<file path="src/rtl/hangman_guess_ctrl_pkg.sv">
// Shared definitions for the Hangman guess controller slice.
//   game_state_e : encoding of current_state reported by game_status
//   LETTER_W     : bits per letter code (A=0 .. Z=25)
//   NUM_LETTERS  : size of the alphabet / used-letter mask
package hangman_guess_ctrl_pkg;

  typedef enum logic [1:0] {
    GS_START    = 2'd0,
    GS_INGAME   = 2'd1,
    GS_WINGAME  = 2'd2,
    GS_LOSTGAME = 2'd3
  } game_state_e;

  localparam int LETTER_W    = 5;
  localparam int NUM_LETTERS = 26;

endpackage

</file>
<file path="src/rtl/hangman_guess_ctrl_if.sv">
// Guess handshake between the keyboard/letter decoder (master) and the
// guess controller (slave).
//   guess_valid  : letter offered by the decoder
//   guess_letter : offered letter code
//   guess_ready  : controller accepts a guess this cycle
//   hit/miss/dup : single-cycle outcome pulses for an offered guess
interface hangman_guess_ctrl_if;
  import hangman_guess_ctrl_pkg::*;

  logic                guess_valid;
  logic [LETTER_W-1:0] guess_letter;
  logic                guess_ready;
  logic                hit;
  logic                miss;
  logic                dup;

  modport master (
    output guess_valid, guess_letter,
    input  guess_ready, hit, miss, dup
  );

  modport slave (
    input  guess_valid, guess_letter,
    output guess_ready, hit, miss, dup
  );
endinterface

</file>
<file path="src/rtl/hangman_guess_ctrl_letter_scan.sv">
// letter_scan: walks the secret word one position per cycle comparing it
// against a latched guess letter.
//   clk, reset : clock, asynchronous active-low reset
//   start      : latch letter_in, clear match, begin at index 0
//   cancel     : abandon a scan in progress
//   letter_in  : guess letter to latch on start
//   letters    : secret word, one letter per position
//   len        : number of active positions (already clamped)
//   idx        : position compared in the current cycle
//   pos_hit    : current position is active and matches
//   done       : current cycle compares the last position
//   match      : at least one active position has matched so far
module letter_scan
  import hangman_guess_ctrl_pkg::*;
#(
  parameter int WORD_LEN = 8
) (
  input  logic                                      clk,
  input  logic                                      reset,
  input  logic                                      start,
  input  logic                                      cancel,
  input  logic [LETTER_W-1:0]                       letter_in,
  input  logic [WORD_LEN-1:0][LETTER_W-1:0]         letters,
  input  logic [$clog2(WORD_LEN+1)-1:0]             len,
  output logic [((WORD_LEN > 1) ? $clog2(WORD_LEN) : 1)-1:0] idx,
  output logic                                      pos_hit,
  output logic                                      done,
  output logic                                      match
);
  localparam int LENW = $clog2(WORD_LEN+1);
  localparam int IW   = (WORD_LEN > 1) ? $clog2(WORD_LEN) : 1;

  logic                busy;
  logic [LETTER_W-1:0] letter_q;

  // Positions at or beyond len are never compared as matches.
  assign pos_hit = busy && (LENW'(idx) < len) && (letters[idx] == letter_q);
  assign done    = busy && (idx == IW'(WORD_LEN-1));

  always_ff @(posedge clk or negedge reset) begin
    if (!reset) begin
      busy     <= 1'b0;
      idx      <= '0;
      match    <= 1'b0;
      letter_q <= '0;
    end else if (start) begin
      busy     <= 1'b1;
      idx      <= '0;
      match    <= 1'b0;
      letter_q <= letter_in;
    end else if (cancel) begin
      busy <= 1'b0;
    end else if (busy) begin
      if (pos_hit) match <= 1'b1;
      if (done) busy <= 1'b0;
      else      idx  <= idx + IW'(1);
    end
  end
endmodule

</file>
<file path="src/rtl/hangman_guess_ctrl.sv">
// hangman_guess_ctrl: sequences one Hangman round while game_status is INGAME.
//   clk, reset    : clock, asynchronous active-low reset
//   game_state    : current_state from game_status
//   word          : secret word, letter i at [5i+4:5i]
//   word_len      : active letters (0 or > WORD_LEN means WORD_LEN)
//   guess         : guess handshake and hit/miss/dup pulses (slave side)
//   revealed_mask : bit i set = position i shown
//   used_letters  : bit k set = letter k already guessed
//   lives_left    : remaining lives
//   win_game      : 1-cycle pulse, every position revealed
//   lost_game     : 1-cycle pulse, last life spent
module hangman_guess_ctrl
  import hangman_guess_ctrl_pkg::*;
#(
  parameter int WORD_LEN  = 8,
  parameter int MAX_LIVES = 6
) (
  input  logic                               clk,
  input  logic                               reset,
  input  logic [1:0]                         game_state,
  input  logic [LETTER_W*WORD_LEN-1:0]       word,
  input  logic [$clog2(WORD_LEN+1)-1:0]      word_len,
  hangman_guess_ctrl_if.slave                guess,
  output logic [WORD_LEN-1:0]                revealed_mask,
  output logic [NUM_LETTERS-1:0]             used_letters,
  output logic [$clog2(MAX_LIVES+1)-1:0]     lives_left,
  output logic                               win_game,
  output logic                               lost_game
);
  localparam int LENW = $clog2(WORD_LEN+1);
  localparam int LW   = $clog2(MAX_LIVES+1);
  localparam int IW   = (WORD_LEN > 1) ? $clog2(WORD_LEN) : 1;

  typedef enum logic [2:0] {S_IDLE, S_WAIT, S_SCAN, S_JUDGE, S_END} state_e;
  state_e state, state_next;

  logic [WORD_LEN-1:0][LETTER_W-1:0] letters;
  logic [LENW-1:0]     len_q, len_clamped;
  logic [WORD_LEN-1:0] reveal_init;
  logic [LW-1:0]       lives_dec;
  logic [IW-1:0]       scan_idx;
  logic ingame, accept, dup_set, scan_cancel;
  logic scan_hit, scan_done, scan_match;
  logic judge_win, judge_lost;

  assign ingame      = (game_state == GS_INGAME);
  assign scan_cancel = (state == S_SCAN) && !ingame;
  assign lives_dec   = (lives_left == '0) ? '0 : lives_left - LW'(1);
  // A win needs a hit, a loss needs a miss, so the two never coincide.
  assign judge_win   = scan_match && (&revealed_mask);
  assign judge_lost  = !scan_match && (lives_dec == '0);

  always_comb begin
    len_clamped = word_len;
    if (word_len == '0 || word_len > LENW'(WORD_LEN)) len_clamped = LENW'(WORD_LEN);
    reveal_init = '0;
    for (int unsigned i = 0; i < WORD_LEN; i++)
      reveal_init[i] = (LENW'(i) >= len_clamped);
  end

  always_comb begin
    state_next = state;
    accept     = 1'b0;
    dup_set    = 1'b0;
    unique case (state)
      S_IDLE: if (ingame) state_next = S_WAIT;
      S_WAIT: begin
        if (!ingame) begin
          state_next = S_IDLE;
        end else if (guess.guess_valid && guess.guess_letter < LETTER_W'(NUM_LETTERS)) begin
          if (used_letters[guess.guess_letter]) begin
            dup_set = 1'b1;
          end else begin
            accept     = 1'b1;
            state_next = S_SCAN;
          end
        end
      end
      S_SCAN: begin
        if (!ingame)        state_next = S_IDLE;
        else if (scan_done) state_next = S_JUDGE;
      end
      S_JUDGE: begin
        if (!ingame)                     state_next = S_IDLE;
        else if (judge_win || judge_lost) state_next = S_END;
        else                             state_next = S_WAIT;
      end
      S_END: if (!ingame) state_next = S_IDLE;
      default: state_next = S_IDLE;
    endcase
  end

  letter_scan #(.WORD_LEN(WORD_LEN)) u_scan (
    .clk       (clk),
    .reset     (reset),
    .start     (accept),
    .cancel    (scan_cancel),
    .letter_in (guess.guess_letter),
    .letters   (letters),
    .len       (len_q),
    .idx       (scan_idx),
    .pos_hit   (scan_hit),
    .done      (scan_done),
    .match     (scan_match)
  );

  always_ff @(posedge clk or negedge reset) begin
    if (!reset) begin
      state             <= S_IDLE;
      letters           <= '0;
      len_q             <= '0;
      revealed_mask     <= '0;
      used_letters      <= '0;
      lives_left        <= '0;
      guess.guess_ready <= 1'b0;
      guess.hit         <= 1'b0;
      guess.miss        <= 1'b0;
      guess.dup         <= 1'b0;
      win_game          <= 1'b0;
      lost_game         <= 1'b0;
    end else begin
      state             <= state_next;
      // Registered so guess_ready has no path from the guess inputs.
      guess.guess_ready <= (state_next == S_WAIT);
      guess.hit         <= 1'b0;
      guess.miss        <= 1'b0;
      guess.dup         <= dup_set;
      win_game          <= 1'b0;
      lost_game         <= 1'b0;

      if (state == S_IDLE && ingame) begin
        for (int unsigned i = 0; i < WORD_LEN; i++)
          letters[i] <= word[LETTER_W*i +: LETTER_W];
        len_q         <= len_clamped;
        used_letters  <= '0;
        revealed_mask <= reveal_init;
        lives_left    <= LW'(MAX_LIVES);
      end

      if (accept) used_letters[guess.guess_letter] <= 1'b1;

      if (state == S_SCAN && ingame && scan_hit) revealed_mask[scan_idx] <= 1'b1;

      if (state == S_JUDGE && ingame) begin
        guess.hit  <= scan_match;
        guess.miss <= !scan_match;
        if (!scan_match) lives_left <= lives_dec;
        win_game   <= judge_win;
        lost_game  <= judge_lost;
      end
    end
  end
endmodule

</file>
<file path="src/flat_wrapper.sv">
// flat-port wrapper written by rule: the top's interface ports become plain ports
module hangman_guess_ctrl_flat import hangman_guess_ctrl_pkg::*;
#(
  parameter int WORD_LEN  = 8,
  parameter int MAX_LIVES = 6
)
  (clk, reset, game_state, word, word_len, revealed_mask, used_letters, lives_left, win_game, lost_game, guess_guess_valid, guess_guess_letter, guess_guess_ready, guess_hit, guess_miss, guess_dup);
  hangman_guess_ctrl_if guess_i ();
  input  logic clk;
  input  logic reset;
  input  logic [1:0] game_state;
  input  logic [LETTER_W*WORD_LEN-1:0] word;
  input  logic [$clog2(WORD_LEN+1)-1:0] word_len;
  output logic [WORD_LEN-1:0] revealed_mask;
  output logic [NUM_LETTERS-1:0] used_letters;
  output logic [$clog2(MAX_LIVES+1)-1:0] lives_left;
  output logic win_game;
  output logic lost_game;
  input wire logic [$bits(guess_i.guess_valid)-1:0] guess_guess_valid;
  input wire logic [$bits(guess_i.guess_letter)-1:0] guess_guess_letter;
  output wire logic [$bits(guess_i.guess_ready)-1:0] guess_guess_ready;
  output wire logic [$bits(guess_i.hit)-1:0] guess_hit;
  output wire logic [$bits(guess_i.miss)-1:0] guess_miss;
  output wire logic [$bits(guess_i.dup)-1:0] guess_dup;
  assign guess_i.guess_valid = guess_guess_valid;
  assign guess_i.guess_letter = guess_guess_letter;
  assign guess_guess_ready = guess_i.guess_ready;
  assign guess_hit = guess_i.hit;
  assign guess_miss = guess_i.miss;
  assign guess_dup = guess_i.dup;
  hangman_guess_ctrl #(.WORD_LEN(WORD_LEN), .MAX_LIVES(MAX_LIVES)) u_core (.clk(clk), .reset(reset), .game_state(game_state), .word(word), .word_len(word_len), .guess(guess_i), .revealed_mask(revealed_mask), .used_letters(used_letters), .lives_left(lives_left), .win_game(win_game), .lost_game(lost_game));
endmodule
</file>
<file path="config.mk">
export PLATFORM = sky130hd
export DESIGN_NAME = hangman_guess_ctrl_flat
export DESIGN_NICKNAME = d
export VERILOG_FILES = /design/src/rtl/hangman_guess_ctrl_pkg.sv /design/src/rtl/hangman_guess_ctrl_if.sv /design/src/rtl/hangman_guess_ctrl_letter_scan.sv /design/src/rtl/hangman_guess_ctrl.sv /design/src/flat_wrapper.sv
export SDC_FILE = /design/constraint.sdc
export NUM_CORES = 1
export LEC_CHECK = 0
export ABC_CLOCK_PERIOD_IN_PS = 3450
export CORE_MARGIN = 2
export CORE_UTILIZATION = 40
export CTS_CLUSTER_DIAMETER = 150
export CTS_CLUSTER_SIZE = 12
export DETAILED_ROUTE_END_ITERATION = 16
export GPL_TIMING_DRIVEN = 0
export PLACE_DENSITY_LB_ADDON = 0.1
export SYNTH_ARGS = -nofsm -noshare
export SYNTH_HDL_FRONTEND = slang
export SYNTH_SLANG_ARGS = --single-unit
</file>
<file path="constraint.sdc">
create_clock -name clk -period 3.45 [get_ports clk]
set_input_delay 0.5175 -clock clk [delete_from_list [all_inputs] [get_ports clk]]
set_output_delay 0.5175 -clock clk [all_outputs]
set_load 0.05 [all_outputs]
</file>
After elaboration in Yosys (flattened, before gate mapping)

Cells that the tools add are included.

Register bits after elaboration: 100
Input port bits: 54
Output and inout bits: 43
Word-level logic and storage cells: 129

Add/sub/neg operators: 2
Order comparisons: 15
Equality and inequality tests: 10
Muxes and demuxes: 51
Bitwise gates (word level): 2
Reduce and logical (&&, ||, !) cells: 26

Operators with widths:

| cell                                                                   | count |
|---|---|
| 26-bit 2-to-1 mux                                                      | 2 |
| 3-bit 2-to-1 mux                                                       | 17 |
| 26-bit OR                                                              | 1 |
| 1-bit 2-to-1 mux                                                       | 23 |
| 3-bit by 4-bit >= comparator with 1-bit output (first input constant)  | 4 |
| 8-bit 2-to-1 mux                                                       | 2 |
| 5-bit binary-select mux with 3-bit select                              | 1 |
| 3-bit case mux with 5 select lines                                     | 1 |
| 1-bit logical AND                                                      | 13 |
| 3-bit zero test                                                        | 3 |
| 1-bit by 4-bit >= comparator with 1-bit output (first input constant)  | 2 |
| 2-bit by 4-bit >= comparator with 1-bit output (first input constant)  | 2 |
| 8-bit OR                                                               | 1 |
| 8-bit AND reduction                                                    | 1 |
| 3-bit by 1-bit == test with 1-bit output (second input constant)       | 2 |
| 3-bit by 2-bit == test with 1-bit output (second input constant)       | 2 |
| 3-bit == test (second input constant)                                  | 2 |
| 5-bit by 6-bit < comparator with 1-bit output (second input constant)  | 1 |
| 3-bit AND reduction                                                    | 2 |
| 1-bit binary-select mux with 5-bit select                              | 1 |
| 1-bit demux with 5-bit select                                          | 1 |
| 5-bit == test                                                          | 1 |
| 5-bit by 1-bit >= comparator with 1-bit output (second input constant) | 1 |
| 5-bit < comparator (second input constant)                             | 1 |
| other kinds (15)                                                       | 19 |

Depth between registers and ports, before layout

Depth after elaboration: 9
Gate-level depth with buffers: 9
Gate-level depth less buffers: 7

Cells and area by module

Synthesis repeated with hierarchy kept, for this count alone.

Cell total of the unflattened synthesis: 442
Area, all modules: 5046.1 um^2

By module, submodules not included:

| module             | times used | cells an instance | area each (um^2) | seq. area each (um^2) |
|---|---|---|---|---|
| hangman_guess_ctrl | 1          | 365               | 4141.5           | 2252.2 |
| letter_scan        | 1          | 77                | 904.6            | 250.2 |

Worst setup path before layout

OpenSTA, ideal clock, no wires.

Path type: flip-flop to flip-flop
Start: reg u_core.u_scan.idx[2] (netlist name)
End: reg u_core.revealed_mask[1]
Library setup time: 0.074 ns
Arrival: 2.576 ns
Required time: 3.376 ns
Slack: 0.800 ns
Cell stages (with the launch flop): 8
Path buffers: 1
Cells stage by stage: dfrtp_1 > mux2_2 > mux4_2 > or3_1 > a211o_1 > or4b_1 > buf_6 > o21ai_2

Cells in the longest elaborated chain, start to end: 6

Ends and longest elaborated chain:

| item                                                                                              | RTL line                                                        | source |
|---|---|---|
| start, declared                                                                                   | hangman_guess_ctrl_letter_scan.sv:25                            | `output logic [((WORD_LEN > 1) ? $clog2(WORD_LEN) : 1)-1:0] idx,` |
| start signal, assigned                                                                            | hangman_guess_ctrl_letter_scan.sv:56                            | `else idx <= idx + IW'(1);` |
| 3-bit by 4-bit < comparator with 1-bit output (not written as such), or another cell as far along | hangman_guess_ctrl.sv:142                                       | `if (state == S_SCAN && ingame && scan_hit) revealed_mask[scan_idx] <= 1'b1;` |
| 1-bit logical AND (not written as such) / 5-bit 2-to-1 mux (equally long branches)                | hangman_guess_ctrl.sv:142, hangman_guess_ctrl_letter_scan.sv:37 |  |
| 1-bit 2-to-1 mux (not written as such) / 5-bit == test (equally long branches)                    | hangman_guess_ctrl.sv:142, hangman_guess_ctrl_letter_scan.sv:37 |  |
| 1-bit demux with 3-bit select / 1-bit logical AND (equally long branches)                         | n/a                                                             |  |
| 8-bit OR (no line) / 1-bit logical AND (equally long branches)                                    | n/a                                                             |  |
| 8-bit 2-to-1 mux *                                                                                | hangman_guess_ctrl.sv:142                                       |  |
| end signal, assigned                                                                              | hangman_guess_ctrl.sv:136                                       | `revealed_mask <= reveal_init;` |
| end, declared                                                                                     | hangman_guess_ctrl.sv:24                                        | `output logic [WORD_LEN-1:0] revealed_mask,` |

Mark *: on every way between the ends. The rest lies on a longest branch, timed or not. The select of a mux whose other input is x is not followed.
A chain may end at the register's enable or synchronous reset.

Worst setup path after layout

Start: in guess_guess_letter[1]
End: reg u_core.used_letters[11]

Cells in the longest elaborated chain, start to end: 7

Ends and longest elaborated chain:

| item                                      | RTL line                  | source |
|---|---|---|
| start, declared                           | flat_wrapper.sv:20        | `input wire logic [$bits(guess_i.guess_letter)-1:0] guess_guess_letter;` |
| 1-bit binary-select mux with 5-bit select | hangman_guess_ctrl.sv:71  | `if (used_letters[guess.guess_letter]) begin` |
| 1-bit 2-to-1 mux (not written as such)    | hangman_guess_ctrl.sv:71  |  |
| 1-bit 2-to-1 mux                          | hangman_guess_ctrl.sv:71  |  |
| 1-bit 2-to-1 mux                          | hangman_guess_ctrl.sv:70  | `end else if (guess.guess_valid && guess.guess_letter < LETTER_W'(NUM_LETTERS)) begin` |
| 1-bit 2-to-1 mux                          | hangman_guess_ctrl.sv:68  | `if (!ingame) begin` |
| 1-bit 2-to-1 mux                          | hangman_guess_ctrl.sv:65  | `unique case (state)` |
| 26-bit 2-to-1 mux *                       | hangman_guess_ctrl.sv:140 | `if (accept) used_letters[guess.guess_letter] <= 1'b1;` |
| end signal, assigned                      | hangman_guess_ctrl.sv:113 | `used_letters <= '0;` |
| end signal, assigned                      | hangman_guess_ctrl.sv:135 | `used_letters <= '0;` |
| end signal, assigned by index             | hangman_guess_ctrl.sv:140 |  |
| end, declared                             | hangman_guess_ctrl.sv:25  | `output logic [NUM_LETTERS-1:0] used_letters,` |

Marks and branches as above.

==> results.toml <==
[floorplanning]
dieArea_um2 = 13000
dieHeight_um = 114
rows = 40
io-pin-count = 97
start_util = 0.405
die_w_um = 114
core-area_um2 = 11900

[critical_path]
path_cells = "clkdlybuf4s50_1 > clkbuf_2 > mux4_2 > mux2_2 > a32oi_1 > and4_1 > buf_2 > nand3_1 > o21ai_0"
cp.required_ps = 3710
worstPathArrival_ps = 3280
critical-path-max-stage-delay_ps = 520
crit_type = "primary input to register"
cp-end-kind = "register"
start_kind = "primary input"
crit_path_top_delay_cell = "clkdlybuf4s50_1"
crit_fanout = 10
ff2ff_path_depth = 7

[sta]
slew_viol_final = 0
fmax_mhz = 331
worstMarginPinSlew_ps = 704
setup_viol = 0
rsz0062_at_grt = "no"
min_period_ps = 3020
whs_ps = 114
relSlewSlack = 0.531
hold_viol = 0
skew_ps = 9.37
finalCritPeriodShare = 0.874

[cts]
cts.sinks = 100
path_clk_slew_ps = 70
h-tree-depth = 3
cts_tree = "done"
numCtsBuffers = 9
clockBufferDepth = 2
clk_latency_ps = 350
holdBufCountCts = 0
clockRootBuffer = "clkbuf_16"

[power_and_ir_drop]
p_leak_nw = 2.62
p_total_mw = 3.62
vdd_drop_max_v = 0.000347
power_per_cell_area_nw_per_um2 = 575

[detailed_routing]
drt_wl_total_um = 11800
firstDrtPassIters = 4
drc = 0
via_count = 3745
wl_per_cell_um = 17.0
viasPerCell = 5.38
postRouteAntennaNets = 0
drt_iter0_markers = 105

[synth]
synth.most_common_cell = "dfrtp_1"
synthTopCellsByArea = "dfrtp_1 52%, mux2_2 11%, nand2_1 4.5%"
syn_inst = 440
yosys_warnings = 0
ys_seq_area_frac = 0.519
synth_cell_types = 52
synthesis.area_um2 = 4830
synth_edf_count = 0
syn_avg_cell_area_um2 = 11.0
synth_top_area_frac = 0.519
synth_nets = 500
ys_ff_latch = 100
synth_common_cells = "100 x dfrtp_1, 58 x nand2_1, 46 x mux2_2"
synth_largest_area_cell = "dfrtp_1"
synthArstFlopShare = 1.00
ys.flop_type = "dfrtp_1"

[layout]
utilization = 0.528
multiInputGateArea_um2 = 2160
drive_gt1_frac = 0.168
finalNonFillerCells = 696
n_antenna_cell = 0
syn_to_final_growth_pct = 30.4
register_area_um2 = 2500
fin_area_um2 = 6290
layout.filler_cells = 1086
nNetsFinal = 604

[placed_design]
postPlaceCellArea_um2 = 5960
gp_congestion = 0.809
dp.cells = 680
io_buffers = 92
hpwl_um = 8470

[job]
cap_violations = 0

[run_status]
status = "complete, no violations"

[global_route]
grt.total_usage = 0.195
grt_pass1_wl_um = 19500
antenna_found_initial = 0
grt_max_degree = 69
grt_remaining_overflow = 0
first_global_vias = 3783

[worst_hold_path]
min_path_type = "primary input to async pin"
-- cells in the final DEF (no fill, tap or decap), types with 6 or more instances in the layout --
cell type | Yosys | layout
mux2_2 | 46 | 46
nand3_1 | 10 | 10
mux2i_1 | 12 | 12
nor2b_1 | 7 | 7
o21ai_0 | 37 | 37
nand2b_1 | 10 | 10
o21ai_2 | 8 | 8
nand2_1 | 58 | 58
dfrtp_1 | 100 | 100
a21oi_1 | 11 | 11
clkbuf_1 | 18 | 17
nor2_1 | 21 | 21
mux4_2 | 7 | 7
nand3b_1 | 6 | 6
clkbuf_16 | 0 | 9
clkdlybuf4s50_1 | 0 | 91
inv_1 | 12 | 12
ha_1 | 6 | 6
nand4_1 | 10 | 10
-- layer usage --
metal  track usage  vias up  routed length, um
met1         0.266     1865               5510
li1              -     1773                  -
met5             0        -                  0
met3        0.0547       14                640
met2         0.311       93               5530
met4        0.0472        0                160
-- timing repair --
item | in CTS | in global routing
buffers inserted | 0 | 0
resized for setup | 0 | 2
endpoints found under the setup margin | 0 | 1
-- path summary, 6_finish.rpt --
| kind | slack, ps | start | to |
|---|---|---|---|
| worst max register to register | 530 | u_core.u_scan.idx[2] | u_core.revealed_mask[3] |
| worst min register to register | 480 | u_core.len_q[1] | u_core.len_q[1] |
| worst min-delay path | 110 | reset | u_core.guess.guess_ready |
| min in group clk | 480 | u_core.len_q[1] | u_core.len_q[1] |
| max in group asynchronous | 2640 | reset | u_core.letters[19] |
| worst max-delay path | 430 | guess_guess_letter[1] | u_core.used_letters[11] |
-- kinds of logic (layout without fill, tap and decap cells) --
logic type / count (synthesis) / in the layout / synth area share
muxes: 66 / 66 / 0.167
xor gates and xnor gates: 6 / 6 / 0.0109
buffers and inverters: 37 / 146 / 0.0334
AOI/OAI and AO/OA: 84 / 84 / 0.111
adders and majority gates: 6 / 6 / 0.0156
and+or+nand+nor: 141 / 141 / 0.143
DFF: 100 / 100 / 0.519
-- sequential cells by signal, indices dropped and copies added (netlist names) --
register,cells
u_core.guess.hit,1
u_core.guess.dup,1
u_core.u_scan.match,1
u_core.guess.miss,1
u_core.u_scan.letter_q,5
u_core.lost_game,1
u_core.win_game,1
u_core.state,3
u_core.len_q,4
u_core.u_scan.busy,1
u_core.letters,40
u_core.revealed_mask,8
u_core.used_letters,26
u_core.guess.guess_ready,1
u_core.u_scan.idx,3
u_core.lives_left,3
-- report_power, final --
group / internal, mW / switching, mW / total (mW)
logic: 0.484 / 0.546 / 1.03
registers: 1.34 / 0.123 / 1.46
clock network: 0.692 / 0.435 / 1.13
total: 2.51 / 1.10 / 3.62
-- per-stage QoR --
step	TNS [ps]	setup slack (ps)
floorplan	0	800
global placement	-198720	-1990
detailed placement	-849	-143
CTS	0	215
global route	0	233
finish	0	433
-- area by class of cell --
cell class                      instances  share of cell area
Clock inverter                          4              0.0111
Sequential cell                       100               0.398
Tap cell                              147              0.0292
Buffer                                 25              0.0187
Multi-Input combinational cell        303               0.344
Clock buffer                           12              0.0423
Inverter                               12             0.00716
Timing Repair Buffer                   93               0.150
-- worst max-delay path, delay by kind of cell --
| family | cells | cell delay, ps |
|---|---|---|
| buffers and inverters | 3 | 1030 |
| and+or+nand+nor | 2 | 600 |
| muxes | 2 | 620 |
| AOI/OAI and AO/OA | 2 | 510 |
No activity file was read; power rests on OpenSTA's default activity.
